## src/rtl/ibpl_in_filt.sv

```systemverilog
// Backplane input conditioning: 2-FF synchroniser, per-channel glitch filter with
// runtime length, inversion, enable gating, rise/fall events and stretched activity LEDs.
module ibpl_in_filt #(
  parameter int                   CHANNELS     = 6,
  parameter int                   FILTER_BITS  = 4,
  parameter int                   STRETCH_BITS = 16,
  parameter logic [CHANNELS-1:0]  INVERT_MASK  = '0
) (
  input  logic                   clk,
  input  logic                   nReset,
  input  logic [CHANNELS-1:0]    diob_in,
  output logic [CHANNELS-1:0]    diob_dir,
  output logic [CHANNELS-1:0]    diob_out,
  input  logic [FILTER_BITS-1:0] filt_len,
  input  logic [CHANNELS-1:0]    input_enable,
  input  logic [CHANNELS-1:0]    output_enable,
  output logic [CHANNELS-1:0]    internal_in,
  output logic [CHANNELS-1:0]    rise_evt,
  output logic [CHANNELS-1:0]    fall_evt,
  output logic [CHANNELS-1:0]    diob_led1,
  output logic [CHANNELS-1:0]    diob_led2,
  output logic                   plugin_error
);

  logic [CHANNELS-1:0] s1_q, s2_q;
  logic                plugin_error_q, plugin_error_d;

  assign diob_dir     = '0;
  assign diob_out     = '0;
  assign diob_led2    = input_enable;
  assign plugin_error = plugin_error_q;

  always_comb begin
    plugin_error_d = |(output_enable & ~input_enable);
  end

  always_ff @(posedge clk or negedge nReset) begin
    if (!nReset) begin
      s1_q           <= '0;
      s2_q           <= '0;
      plugin_error_q <= 1'b0;
    end else begin
      s1_q           <= diob_in;
      s2_q           <= s1_q;
      plugin_error_q <= plugin_error_d;
    end
  end

  for (genvar gi = 0; gi < CHANNELS; gi++) begin : g_ch
    logic                    f_q, f_d;
    logic                    f_prev_q;
    logic                    rise_q, rise_d;
    logic                    fall_q, fall_d;
    logic [FILTER_BITS-1:0]  cnt_q, cnt_d;
    logic [STRETCH_BITS-1:0] led_q, led_d;
    logic                    lvl;

    assign lvl = f_q ^ INVERT_MASK[gi];

    always_comb begin
      f_d    = f_q;
      cnt_d  = cnt_q;
      rise_d = 1'b0;
      fall_d = 1'b0;
      led_d  = led_q;
      // >= so a shortened filt_len accepts on the next disagreeing cycle instead of wrapping
      if (s2_q[gi] == f_q) begin
        cnt_d = '0;
      end else if (cnt_q >= filt_len) begin
        f_d   = s2_q[gi];
        cnt_d = '0;
      end else begin
        cnt_d = cnt_q + FILTER_BITS'(1);
      end
      // f_prev trails f by one cycle, so a difference means f changed last edge
      if (input_enable[gi] && (f_q != f_prev_q)) begin
        rise_d = lvl;
        fall_d = ~lvl;
      end
      if (rise_q || fall_q) begin
        led_d = '1;
      end else if (led_q != '0) begin
        led_d = led_q - STRETCH_BITS'(1);
      end
    end

    always_ff @(posedge clk or negedge nReset) begin
      if (!nReset) begin
        f_q      <= 1'b0;
        f_prev_q <= 1'b0;
        cnt_q    <= '0;
        rise_q   <= 1'b0;
        fall_q   <= 1'b0;
        led_q    <= '0;
      end else begin
        f_q      <= f_d;
        f_prev_q <= f_q;
        cnt_q    <= cnt_d;
        rise_q   <= rise_d;
        fall_q   <= fall_d;
        led_q    <= led_d;
      end
    end

    assign internal_in[gi] = input_enable[gi] & lvl;
    assign rise_evt[gi]    = rise_q;
    assign fall_evt[gi]    = fall_q;
    assign diob_led1[gi]   = (led_q != '0);
  end

endmodule

```

## config.mk

```make
export PLATFORM = sky130hd
export DESIGN_NAME = ibpl_in_filt
export DESIGN_NICKNAME = d
export VERILOG_FILES = /design/src/rtl/ibpl_in_filt.sv
export SDC_FILE = /design/constraint.sdc
export NUM_CORES = 1
export LEC_CHECK = 0
export CAP_MARGIN = 20
export CORE_ASPECT_RATIO = 2
export CORE_MARGIN = 8
export CORE_UTILIZATION = 63
export CTS_CLUSTER_SIZE = 40
export DETAILED_ROUTE_END_ITERATION = 8
export HOLD_SLACK_MARGIN = 0.02
export PLACE_DENSITY = 0.86
export SETUP_SLACK_MARGIN = 0.2
export SYNTH_ARGS = -nofsm -noshare
export SYNTH_HDL_FRONTEND = slang
export SYNTH_SLANG_ARGS = --single-unit
```

## constraint.sdc

```tcl
create_clock -name clk -period 4.95 [get_ports clk]
set_input_delay 0.99 -clock clk [delete_from_list [all_inputs] [get_ports clk]]
set_output_delay 0.99 -clock clk [all_outputs]
set_load 0.02 [all_outputs]
```

### Word level (Yosys, flattened, before mapping)

Index checks and enable logic that the tools add are counted.

| storage, ports and cells | value |
|---|---|
| word-level logic and storage cells | 156 |
| flip-flop bits (word level) | 157 |
| output and inout bits | 43 |
| input port bits | 24 |

| cells by class | value |
|---|---|
| mux-type cells | 36 |
| bitwise gates (word level) | 20 |
| add/sub/neg operators | 12 |
| reduce and logical (&&, ||, !) cells | 31 |
| order comparisons | 6 |
| equality and inequality tests | 12 |

Operators by type and width:

| cell | number |
|---|---|
| $mux 16 | 12 |
| $reduce_bool 16->1 | 6 |
| $sub 16x1->16 const B | 6 |
| $mux 4 | 12 |
| $add 4x1->4 const B | 6 |
| $ge 4x4->1 | 6 |
| $mux 1 | 12 |
| $not 1->1 | 12 |
| $reduce_and 2->1 | 6 |
| $reduce_bool 2->1 | 6 |
| $and 1x1->1 | 6 |
| $and 6x6->6 | 1 |
| $eq 1x1->1 | 6 |
| $logic_and 1x1->1 | 6 |
| $logic_or 1x1->1 | 6 |
| $ne 1x1->1 | 6 |
| $not 6->6 | 1 |
| $reduce_or 6->1 | 1 |

### Depth between registers and ports, before layout

| logic depth | value |
|---|---|
| depth in word-level cells | 3 |
| depth in mapped cells | 8 |
| gate-level depth less buffers | 8 |

### Least setup slack after synthesis

OpenSTA, ideal clock, no wires.

| path | value |
|---|---|
| path kind | register to output |
| from | register g_ch[5].led_q[0] |
| to | output diob_led1[5] |
| data required time | 3,960 ps |
| data arrival time | 1,977 ps |
| stages on the path, launching flop included | 7 |
| setup slack | 1,983 ps |
| buffers on the path | 0 |
| cells stage by stage | dfrtp_1 > inv_1 > ha_1 > or4b_2 > or3_4 > nor2_2 > inv_1 |

| between the ends | value |
|---|---|
| cells in the longest elaborated chain, start to end | 1 |

Ends and longest elaborated chain:

| element | line | source |
|---|---|---|
| start, declared | 55 | `logic [STRETCH_BITS-1:0] led_q, led_d;` |
| start signal, assigned | 101 | `led_q <= led_d;` |
| $reduce_bool 16->1 | 108 | `assign diob_led1[gi] = (led_q != '0);` |
| end, declared | 20 | `output logic [CHANNELS-1:0] diob_led1,` |

Every way passes these cells.

### Final worst setup path

Same ends and word-level chain as after synthesis.

==> run metrics <==
die area=0.01661 mm^2; Clk Latency, worst-skew pair=0.42 ns; Setup Viol. Count Final=0; Leakage=3.538 nW; status=complete, no violations; CTS max path bufs=2; CTS resizes=0; post-synthesis cell count=a little under 800; Slew Limit Headroom=between 30% and 40%; post-route cell area=roughly 0.009 mm^2; RSZ-0062 raised after global routing=false; Die W=roughly 95 um; critical path, cell by cell=inv_1, ha_1, or4b_2, or3_4, nor2_2, inv_1, clkdlybuf4s50_1; 1st-iter DRT viols=around 300; gr usage total=about 20%; cts hold-fix bufs=0; drt via density=5.817; Hold Crit Class=reg -> reg; fin nets=a little under 900; Area after DPL=0.008396 mm^2; largest net degree at the start of global routing=97; Buf+Inv Stages, Crit Path=3; DRT Wirelength=15760 um; via count=just under 6000; Worst-path clk slew=0.07 ns; post-route ant nets=0; Post-synth ARST share=100.0%; starting density of the core=between 60% and 70%; die height=around 170 um; CTS tree=done; slowest CP cell=or4b_2; fraction of layout cells with a size suffix above 1=approximately 7.5%; Ports=67; hpwl dp=about 10000 um; Slew Viols, Final=0; Congestion Overflow GR=0; Worst Skew=slightly above 0.009 ns; Tmin final=roughly 4.1 ns; Netlist Area Pre-Place=0.007906 mm^2; sequential cell area=a little under 0.004 mm^2; #FFs+latches synth=around 160; Final Hold Viols=0; worst slew pin tran=slightly above 1 ns; global-route wire length before repair=roughly 27000 um; H-tree depth=4; Peak Freq=246.5 MHz; slowest stage delay, CP=approximately 0.66 ns; port bufs=54; Final Cycle Share=between 80% and 90%; CP Launch Type=flop; P&R area growth vs syn=13.94%; initial antenna violation count=0; crit end category=primary output; setup tns final=0 ns; # fillers=between 800 and 900; drt pass-1 iters=5; WP data required=about 4 ns; Post-CTS Setup Bufs=0; Multi-input gate area=roughly 0.0035 mm^2; routability cong.=between 0.8 and 0.9; Max Cap Violations=0; # rows=58; vias in the first global route=5913; Core ar.=approximately 0.012 mm^2; number of synthesized flops with an enable pin=0; Worst Path Arrival=3.07 ns; Peak VDD IR=approximately 0.34 mV; Top delay family on crit path=simple AND/OR/NAND/NOR gates; Synth Flop Type=dfrtp_1; pwr dens=around 450 mW/mm^2; critical-path maximum fanout=6; CTS Buf Count=17; YS warnings=0; WS Path Type=reg -> out; Yosys cell types=64; Root Buffer=clkbuf_16; Critical Path Most Common Cell=inv_1; mean routed wirelength per cell=between 15 and 20 um; # clock sinks=approximately 160; post-synthesis average cell area=about 10 um^2; ANT cells=0; DR DRC count=0; sequential area share after synthesis=just under 50%
## cell families (layout without fill, tap and decap cells)
group | Yosys count | in the layout | share of synthesized area [%]
AO/OA/AOI/OAI | 105 | 105 | 8.751
XOR/XNOR | 66 | 66 | 7.311
buffers and inverters | 98 | 140 | 6.267
other | 1 | 12 | 0.04743
multiplexers | 9 | 9 | 1.234
flip-flops | 157 | 157 | 49.69
AND/OR/NAND/NOR | 320 | 320 | 21.00
adder cells (fa/ha/maj) | 36 | 36 | 5.697
## cells in the mapped netlist (12+ instances only)
cell	number	area, um^2
xor2_1	37	324.1
dfrtp_1	157	3929
nand2b_1	12	75.07
buf_4	30	225.2
ha_1	36	450.4
inv_1	53	198.9
nand2_1	91	341.6
a21oi_1	14	70.07
nand3_1	32	160.2
nor3_1	21	105.1
clkbuf_1	13	48.80
or3_1	13	81.33
xnor2_1	29	254.0
nor2_1	66	247.7
nor4_1	13	81.33
o211ai_1	24	180.2
o21ai_0	28	140.1
## layout make-up
class,instances,share of cell area (%)
tap,150,2.083
clock inverter,12,1.778
clock buffer,19,5.028
multi-input combinational,548,39.11
inverter,53,2.208
timing repair buffer,56,6.181
sequential,157,43.61
## power breakdown
part	internal (mW)	leakage (nW)	switching, mW	total, mW
Combinational	0.416	1.58	0.538	0.954
Sequential	1.52	1.66	0.217	1.74
Clock	0.823	0.300	0.524	1.35
## layer usage
| layer | global-route usage, % | wire length [um] | up-vias | part of all wire (%) |
|---|---|---|---|---|
| met5 | 0 | 0 | - | 0 |
| met4 | 7.934 | 348 | 0 | 2.2 |
| met3 | 5.229 | 659 | 34 | 4.2 |
| met2 | 34.16 | 8450 | 151 | 54 |
| met1 | 22.77 | 6296 | 2838 | 40 |
| li1 | - | - | 2765 | - |
## cell usage in the layout (no fill, tap or decap), types with 21 or more instances in the layout
master,Yosys,routed
nor2_1,66,66
clkdlybuf4s50_1,0,53
dfrtp_1,157,157
nand3_1,32,32
nor3_1,21,21
nand2_1,91,91
inv_1,53,53
o211ai_1,24,24
ha_1,36,36
xor2_1,37,37
xnor2_1,29,29
o21ai_0,28,28
## registers in the layout (all words and copies together) (netlist names)
register	count
s2_q	6
g_ch.f_q	6
s1_q	6
g_ch.f_prev_q	6
plugin_error	1
g_ch.fall_q	6
g_ch.led_q	96
g_ch.cnt_q	24
g_ch.rise_q	6
## per-stage QoR
stage          instances  worst slack [ns]  hold WS [ns]  total power, mW  utilization [%]
5_1_grt              995            0.7436        0.3535            4.264            72.60
4_1_cts              995            0.8944        0.3556            4.068            72.60
6_report             995            0.8935        0.3523            4.038            72.60
3_3_place_gp         964             1.422        0.3329            2.634            67.65
3_5_place_dp         964             1.357        0.3379            2.695            67.65
2_1_floorplan        803             1.983        0.3312            2.415                -
## worst paths after layout
check | end | slack (ns) | depth (start not counted) | start
max reg2reg | g_ch[5].led_q[12]$_DFFE_PN0P_ | 2.33 | 7 | g_ch[5].led_q[0]$_DFFE_PN0P_
max in group asynchronous | g_ch[2].led_q[7]$_DFFE_PN0P_ | 3.38 | 2 | nReset
max | diob_led1[5] | 0.89 | 7 | g_ch[5].led_q[0]$_DFFE_PN0P_
min in group asynchronous | g_ch[1].led_q[9]$_DFFE_PN0P_ | 0.63 | 1 | nReset
min | s2_q[3]$_DFF_PN0_ | 0.35 | 0 | s1_q[3]$_DFF_PN0_
min reg2reg | s2_q[3]$_DFF_PN0_ | 0.35 | 0 | s1_q[3]$_DFF_PN0_
## worst register-to-register path: cells and delay by family (launching register included)
kind	cells	cell delay [ns]
and+or+nand+nor	4	1.44
DFF	1	0.38
adders and majority gates	1	0.27
muxes	1	0.25
buffers and inverters	1	0.11
Note: power is estimated with default switching activity, not from simulation.
